`config.mk`:
```
export PLATFORM = sky130hd
export DESIGN_NAME = master_port
export DESIGN_NICKNAME = d
export VERILOG_FILES = /design/src/rtl/crossbar_pkg.sv /design/src/rtl/master_stats_cnt.sv /design/src/rtl/master_port.sv
export SDC_FILE = /design/constraint.sdc
export NUM_CORES = 1
export LEC_CHECK = 0
export CELL_PAD_IN_SITES_DETAIL_PLACEMENT = 1
export CELL_PAD_IN_SITES_GLOBAL_PLACEMENT = 1
export CORE_ASPECT_RATIO = 0.8
export CORE_MARGIN = 2
export CORE_UTILIZATION = 28
export DETAILED_ROUTE_END_ITERATION = 16
export PLACE_DENSITY = 0.89
export REMOVE_ABC_BUFFERS = 1
export SYNTH_ARGS = -nofsm -noshare
export SYNTH_HDL_FRONTEND = slang
export SYNTH_HIERARCHICAL = 1
export SYNTH_SLANG_ARGS = --single-unit
```
`constraint.sdc`:
```
create_clock -name iClk -period 2.87 [get_ports iClk]
set_input_delay 0.574 -clock iClk [delete_from_list [all_inputs] [get_ports iClk]]
set_output_delay 0.574 -clock iClk [all_outputs]
set_load 0.1 [all_outputs]
```
`src/rtl/crossbar_pkg.sv`:
```
// crossbar_pkg: shared op/state encodings and data width for the crossbar master side
package crossbar_pkg;
  localparam int DATA_W = 32;
  typedef enum logic {
    OP_READ  = 1'b0,
    OP_WRITE = 1'b1
  } op_e;
  typedef enum logic [3:0] {
    ST_IDLE      = 4'b0001,
    ST_REQ       = 4'b0010,
    ST_READ_WAIT = 4'b0100,
    ST_RESP      = 4'b1000
  } mst_state_e;
endpackage

```
`src/rtl/master_stats_cnt.sv`:
```
// master_stats_cnt: 16-bit saturating event counter; iClk/iRst, inc pulse in, count out
module master_stats_cnt (
  input  logic        iClk,
  input  logic        iRst,
  input  logic        inc,
  output logic [15:0] count
);
  always_ff @(posedge iClk)
    if (iRst) count <= '0;
    else if (inc && count != 16'hFFFF) count <= count + 16'd1;
endmodule

```
`src/rtl/master_port.sv`:
```
// master_port: one-outstanding crossbar initiator; cmd_* in, rsp_* out, master_* to slave, stat_* live only with MASTER_STATS_EN
module master_port
  import crossbar_pkg::*;
#(
  parameter int pTimeout = 256
) (
  input  logic              iClk,
  input  logic              iRst,
  input  logic              cmd_valid,
  output logic              cmd_ready,
  input  logic              cmd_op,
  input  logic [DATA_W-1:0] cmd_wdata,
  output logic              rsp_valid,
  output logic [DATA_W-1:0] rsp_rdata,
  output logic              rsp_timeout,
  output logic              master_req,
  output logic              master_cmd,
  output logic [DATA_W-1:0] master_wdata,
  input  logic              master_ack,
  input  logic [DATA_W-1:0] master_rdata,
  output logic [15:0]       stat_rd_cnt,
  output logic [15:0]       stat_wr_cnt,
  output logic [15:0]       stat_to_cnt
);
  localparam int TW = $clog2(pTimeout + 1);
  mst_state_e state, state_nx;
  logic [TW-1:0] to_cnt;
  logic accept, expire;
  assign accept = (state == ST_IDLE) && cmd_valid;
  assign expire = to_cnt == TW'(pTimeout);
  always_comb begin
    cmd_ready  = (state == ST_IDLE) && !iRst;
    master_req = state == ST_REQ;
    rsp_valid  = (state == ST_RESP) && !iRst;
    state_nx   = (state == ST_IDLE)      ? (cmd_valid ? ST_REQ : ST_IDLE) :
                 (state == ST_REQ)       ? (master_ack ? (master_cmd == OP_WRITE ? ST_RESP : ST_READ_WAIT) :
                                            expire ? ST_RESP : ST_REQ) :
                 (state == ST_READ_WAIT) ? ST_RESP : ST_IDLE;
  end
  always_ff @(posedge iClk)
    if (iRst) state <= ST_IDLE;
    else state <= state_nx;
  always_ff @(posedge iClk)
    if (iRst) begin
      to_cnt       <= '0;
      master_cmd   <= 1'b0;
      master_wdata <= '0;
      rsp_rdata    <= '0;
      rsp_timeout  <= 1'b0;
    end else begin
      to_cnt      <= accept ? '0 : (state == ST_REQ) ? to_cnt + TW'(1) : to_cnt;
      rsp_rdata   <= (state == ST_READ_WAIT) ? master_rdata : '0;
      rsp_timeout <= (state == ST_REQ) && !master_ack && expire;
      if (accept) begin
        master_cmd   <= cmd_op;
        master_wdata <= cmd_wdata;
      end else if (state == ST_RESP) master_cmd <= 1'b0;
    end
`ifdef MASTER_STATS_EN
  master_stats_cnt u_rd (
    .iClk (iClk),
    .iRst (iRst),
    .inc  (rsp_valid && !rsp_timeout && master_cmd == OP_READ),
    .count(stat_rd_cnt)
  );
  master_stats_cnt u_wr (
    .iClk (iClk),
    .iRst (iRst),
    .inc  (rsp_valid && !rsp_timeout && master_cmd == OP_WRITE),
    .count(stat_wr_cnt)
  );
  master_stats_cnt u_to (
    .iClk (iClk),
    .iRst (iRst),
    .inc  (rsp_valid && rsp_timeout),
    .count(stat_to_cnt)
  );
`else
  assign stat_rd_cnt = '0;
  assign stat_wr_cnt = '0;
  assign stat_to_cnt = '0;
`endif
endmodule

```
==> impl_results.md, run 1 <==
- Status: finished clean
- Clock Sinks: 79
- Synthesized flop and latch total: 79
- Area Growth Syn to Fin: 50.47%
- Sequential cell area fraction in the yosys report: 54.20%
- Hold_ws: 0.4792 ns
- Remaining global-route overflow: 0
- Post-Place Cells: 538
- CP required: 2.30 ns
- All-Layer GR Usage: 13.59%
- Clk pwr share: 36.4%
- YS warnings: 6
- Final hold violations: 0
- I/O Pins: 186
- Pint: 1.974 mW
- Setup Crit Path Kind: flop to output port
- Most common cell after layout, fill and taps aside: dfxtp_1
- HPWL after DPL: 5.927 mm
- Vias per cell: 4.281
- Placeable Area: 10200 um2
- Post-route DRC: 0
- WL per Instance: 13.95 um
- Synth cell types: 37
- Post-synthesis cell area: 2918 um2
- Sw frac: 34.17%
- Clock Skew: 0.006028 ns
- Max-cap viol count: 0
- Core Rows: 33
- 1st-pass router iterations: 4
- Largest net degree at the start of global routing: 35
- Post_cts resized: 0
- Nets@finish: 480
- Unrepaired setup endpoints after global routing: false
- Max Clk Rate: 0.4123 GHz
- Crit path max fanout: 18
- Most frequent cells in the layout: dfxtp_1 (79), clkdlybuf4s50_1 (68), buf_4 (68)
- Leakage: 1.917 nW
- CTS Buf Count: 9
- Gate power share: 25.1%
- Mapped Cells: 274
- Die Span Y: 95.31 um
- Final Wtd Congestion: 0.7255
- Worst Max-Slew Pin Slew: 0.7931 ns
- First-pass GRT wire length: 11.79 mm
- Slew Viols, Final: 0
- CTS tree: done
- PortBufs: 137
- CTS max path bufs: 2
- Final min period: 2.425 ns
- CTS Root Cell: clkbuf_16
- 1st-iter DRT viols: 51
- # diodes: 0
- Post-route setup TNS: 0 ns
- Final setup viols: 0
- Proportion of layout cells with a drive suffix above 1: 21.12%
- Leading area contributor after synthesis: dfxtp_1
- HP Class: flop to flop
- Slew margin rel.: 47.13%
- Via Count: 2363
- CP Launch Type: flop
- WP data arrival: 1.85 ns
- Sw Pwr: 1.025 mW
- Endpoint class of the critical path: output port
- Initial core utilization: 28.61%
- H-tree Lvls: 3
- Top cells by area, synth: dfxtp_1 (54%), buf_4 (12%), a22o_1 (9.6%)
- Fin crit share: 84.50%
- Final core utilization: 43.05%
- Vias in the first global route: 2339
- Final Non-Filler Cells: 552
- Setup Fix Bufs, Post-CTS: 0
- DRT antenna net count: 0
- Initial antenna violation count: 0
- Synth top area share: 54.20%
- Post-synthesis average cell area: 10.65 um2
- Hold buffers post-CTS: 0
- Die area: 11260 um2
- Drt total wl: 7.700 mm
- PwrDens: 683.0 nW/um2
- Die W: 118.1 um
- Peak VDD IR: 0.3035 mV
- Clk_lat worst skew: 0.33 ns
- Flop pwr share: 38.5%
- Worst-path clk slew: 0.05 ns
[cell families (layout without fill, tap and decap cells)]
kind of cell | after synthesis | after routing | share of synthesized area (%)
AO/OA/AOI/OAI | 56 | 56 | 14.88
XOR/XNOR | 1 | 1 | 0.3002
adder cells (fa/ha/maj) | 2 | 2 | 0.8575
buffers and inverters | 66 | 157 | 14.97
flip-flops | 79 | 79 | 54.20
other | 1 | 48 | 0.1285
AND/OR/NAND/NOR | 69 | 69 | 14.67
[cells in the mapped netlist (all sizes together)]
cell     count
a21oi        9
o31ai        4
a22o        32
nand2        7
nand3b       1
xnor2        1
nand4        2
a32o         1
nor2b        1
or4b         1
o21bai       1
nand4b       2
and4b        1
or3          3
conb         1
nor3         1
or4          4
clkbuf      12
nand2b       1
and2        32
o21ba        1
a21boi       1
inv          4
and3         1
nor4b        3
buf         50
dfxtp       79
ha           2
nand3        3
a211o        1
nand4bb      1
a21o         1
o21ai        4
nor2         5
a211oi       1
[area by class of cell]
type                       count  area (um2)
tap                          140       175.2
sequential                    79        1582
clock buffer                  10       239.0
inverter                       4       15.01
timing repair buffer         139        1251
clock inverter                 4       47.55
multi-input combinational    176        1081
fill                        1152        5808
[path summary, 6_finish.rpt]
kind,startpoint,cells past startpoint,endpoint,slack (ns)
max reg2reg,state[3],4,to_cnt[5],0.98
min reg2reg,master_wdata[9],1,master_wdata[9],0.48
max,state[3],4,master_req,0.44
min,master_wdata[9],1,master_wdata[9],0.48
[layer usage]
layer | wire length, um | global-route usage (%) | up-vias
li1 | - | - | 1119
met1 | 3015 | 14.43 | 1116
met2 | 3692 | 22.59 | 117
met3 | 863 | 7.356 | 11
met4 | 128 | 6.024 | 0
met5 | 0 | 0 | -
[per-stage QoR]
step / area, um2 / total power, mW / setup slack (ns)
floorplan: 2673 / 1.751 / 0.03353
global placement: 4104 / 1.920 / 0.5381
detailed placement: 4104 / 1.932 / 0.4554
CTS: 4390 / 3.040 / 0.4315
global route: 4390 / 3.118 / 0.3683
finish: 4390 / 2.999 / 0.4448
[state kept, by name (all words and copies together) (netlist names)]
| name | cells |
|---|---|
| master_wdata | 32 |
| rsp_timeout | 1 |
| state | 4 |
| rsp_rdata | 32 |
| to_cnt | 9 |
| master_cmd | 1 |
[power groups by stage]
stage          logic (mW)  registers [mW]  clock network, mW
2_1_floorplan       0.340            1.41                  0
3_3_place_gp        0.745            1.18                  0
3_5_place_dp        0.753            1.18                  0
4_1_cts             0.754            1.15               1.13
5_1_grt             0.774            1.16               1.19
6_report            0.753            1.15               1.09
[critical path: stages (launching register included)]
cell,delay [ns]
dfxtp_1,0.39
or4b_1,0.55
buf_4,0.21
inv_1,0.18
buf_12,0.20
(Power assumes the default switching activity.)
==> run 2: changes to the inputs <==
--- a/config.mk
+++ b/config.mk
@@ -9,9 +9,9 @@
 export CELL_PAD_IN_SITES_GLOBAL_PLACEMENT = 1
 export CORE_ASPECT_RATIO = 0.8
 export CORE_MARGIN = 2
-export CORE_UTILIZATION = 28
+export CORE_UTILIZATION = 23
 export DETAILED_ROUTE_END_ITERATION = 16
-export PLACE_DENSITY = 0.89
+export PLACE_DENSITY = 0.79
 export REMOVE_ABC_BUFFERS = 1
 export SYNTH_ARGS = -nofsm -noshare
 export SYNTH_HDL_FRONTEND = slang
==> constraint.sdc (replaced) <==
create_clock -name iClk -period 2.1 [get_ports iClk]
set_input_delay 0.42 -clock iClk [delete_from_list [all_inputs] [get_ports iClk]]
set_output_delay 0.42 -clock iClk [all_outputs]
set_load 0.1 [all_outputs]
==> run 2 against run 1 <==
  * Final area increased by 2.3%
  * Combinational power increased by 37%
  * Clock skew increased by 0.0028 ns
  * Final cell count increased by 6.7%
  * Flip-flop and latch count unchanged
  * Utilization decreased by 6.5 points
  * First-iteration DRC count decreased by 27%
  * Critical endpoint unchanged
  * Critical path depth decreased by 1
  * Highest routed layer unchanged
==> impl_results.md, run 2 (same netlist as run 1, synthesis figures left out) <==
- Status: finished clean
- Largest registers: master_wdata x32, rsp_rdata x32, to_cnt x9
- Most frequent cells in the layout: dfxtp_1 (78), buf_4 (72), clkdlybuf4s50_1 (68)
- Core Rows: 36
- Post-route DRC: 0
- Initial antenna violation count: 0
- H-tree Lvls: 3
- # diodes: 0
- 1st-pass router iterations: 4
- Clock Skew: 0.008826 ns
- Delay of the slowest cell on the worst path: 0.57 ns
- PwrDens: 919.8 nW/um2
- Hold buffers post-CTS: 0
- WL per Instance: 13.18 um
- Placeable Area: 12300 um2
- All-Layer GR Usage: 11.33%
- Chain of cells forming the critical path: or4b_1 > inv_2 > buf_12
- Area Growth Syn to Fin: 53.95%
- Worst Max-Slew Pin Slew: 0.7353 ns
- CTS Buf Count: 9
- CTS tree: done
- Post-Place Cells: 574
- Worst R2R Start: state[2]
- Final WS setup: 0.08301 ns
- CP Launch Type: flop
- First-pass GRT wire length: 12.08 mm
- Setup Crit Path Kind: flop to output port
- Final Instance Area: 4492 um2
- Die area: 13610 um2
- Crit path max fanout: 8
- WP data arrival: 1.60 ns
- DRT antenna net count: 0
- Final Non-Filler Cells: 589
- Final hold violations: 0
- PortBufs: 137
- I/O Pins: 186
- Leakage: 1.947 nW
- CTS Root Cell: clkbuf_16
- Slew margin rel.: 50.98%
- Die Span Y: 104.7 um
- Final Wtd Congestion: 0.7233
- CP required: 1.68 ns
- Setup WS pre-CTS: 0.04387 ns
- Final min period: 2.017 ns
- Clk_lat worst skew: 0.33 ns
- Endpoint class of the critical path: output port
- Via Count: 2336
- HPWL after DPL: 5.930 mm
- Vias per cell: 3.966
- Clock Sinks: 79
- Most common cell after layout, fill and taps aside: dfxtp_1
- Hold_ws: 0.4839 ns
- Peak VDD IR: 0.3825 mV
- HP Class: flop to flop
- Max Clk Rate: 0.4958 GHz
- Remaining global-route overflow: 0
- Proportion of layout cells with a drive suffix above 1: 22.97%
- Die W: 129.9 um
- Worst-path clk slew: 0.06 ns
- CTS max path bufs: 2
- Largest net degree at the start of global routing: 35
- Hold Path Origin: master_wdata[21]
- Final core utilization: 36.53%
- Nets@finish: 485
- Fin crit share: 96.05%
- Slew Viols, Final: 0
- CP startpoint: state[2]
- Initial core utilization: 23.73%
- Slowest-stage cell, CP: or4b_1
- Vias in the first global route: 2437
- Unrepaired setup endpoints after global routing: false
- Fillers: 1390
- 1st-iter DRT viols: 37
- Drt total wl: 7.765 mm
- Final setup viols: 0
- Max-cap viol count: 0
- Area after DPL: 4193 um2
run 2: critical path: cells and delay by family (launching register included):
family                 cells  cell delay (ns)
AND/OR/NAND/NOR            1             0.57
flip-flops                 1             0.38
buffers and inverters      2             0.32
run 2: metrics by stage:
stage          TNS, ns  power (mW)
2_1_floorplan   -20.90       2.393
3_3_place_gp         0       2.636
3_5_place_dp         0       2.646
4_1_cts              0       4.197
5_1_grt              0       4.304
6_report             0       4.131
run 2: repair_timing:
item | in CTS | in global routing
setup buffers | 0 | 0
setup endpoints to repair | 1 | 2
cloned | 0 | 0
gates resized for setup | 2 | 2
run 2: worst paths after layout:
kind                                    endpoint  slack (ns)  cells after the start
worst max-delay path                  master_req        0.08                      3
worst min-delay path            master_wdata[21]        0.48                      1
worst max register to register         to_cnt[5]        0.20                      4
worst min register to register  master_wdata[21]        0.48                      1
run 2: layout make-up:
type                       instances  area, um2  area share [%]
sequential                        79       1583           35.24
tap                              171      214.0           4.763
clock inverter                     5      60.06           1.337
clock buffer                      10      229.0           5.097
multi-input combinational        176       1090           24.26
inverter                           4      15.01          0.3343
timing repair buffer             144       1301           28.97
run 2: per-layer routing:
layer  global-route usage [%]  part of all wire (%)  vias up
li1                         -                     -     1131
met1                    11.73                    38     1073
met2                    18.81                    47      124
met3                    6.861                    14        8
met4                    3.917                   1.4        0
met5                        0                     0        -
run 2: power breakdown:
group	leakage [nW]	switching, mW	total (mW)	internal, mW
clock	0.139	0.601	1.52	0.916
combinational	1.17	0.811	1.03	0.224
sequential	0.642	0.0323	1.58	1.55
total	1.95	1.44	4.13	2.69
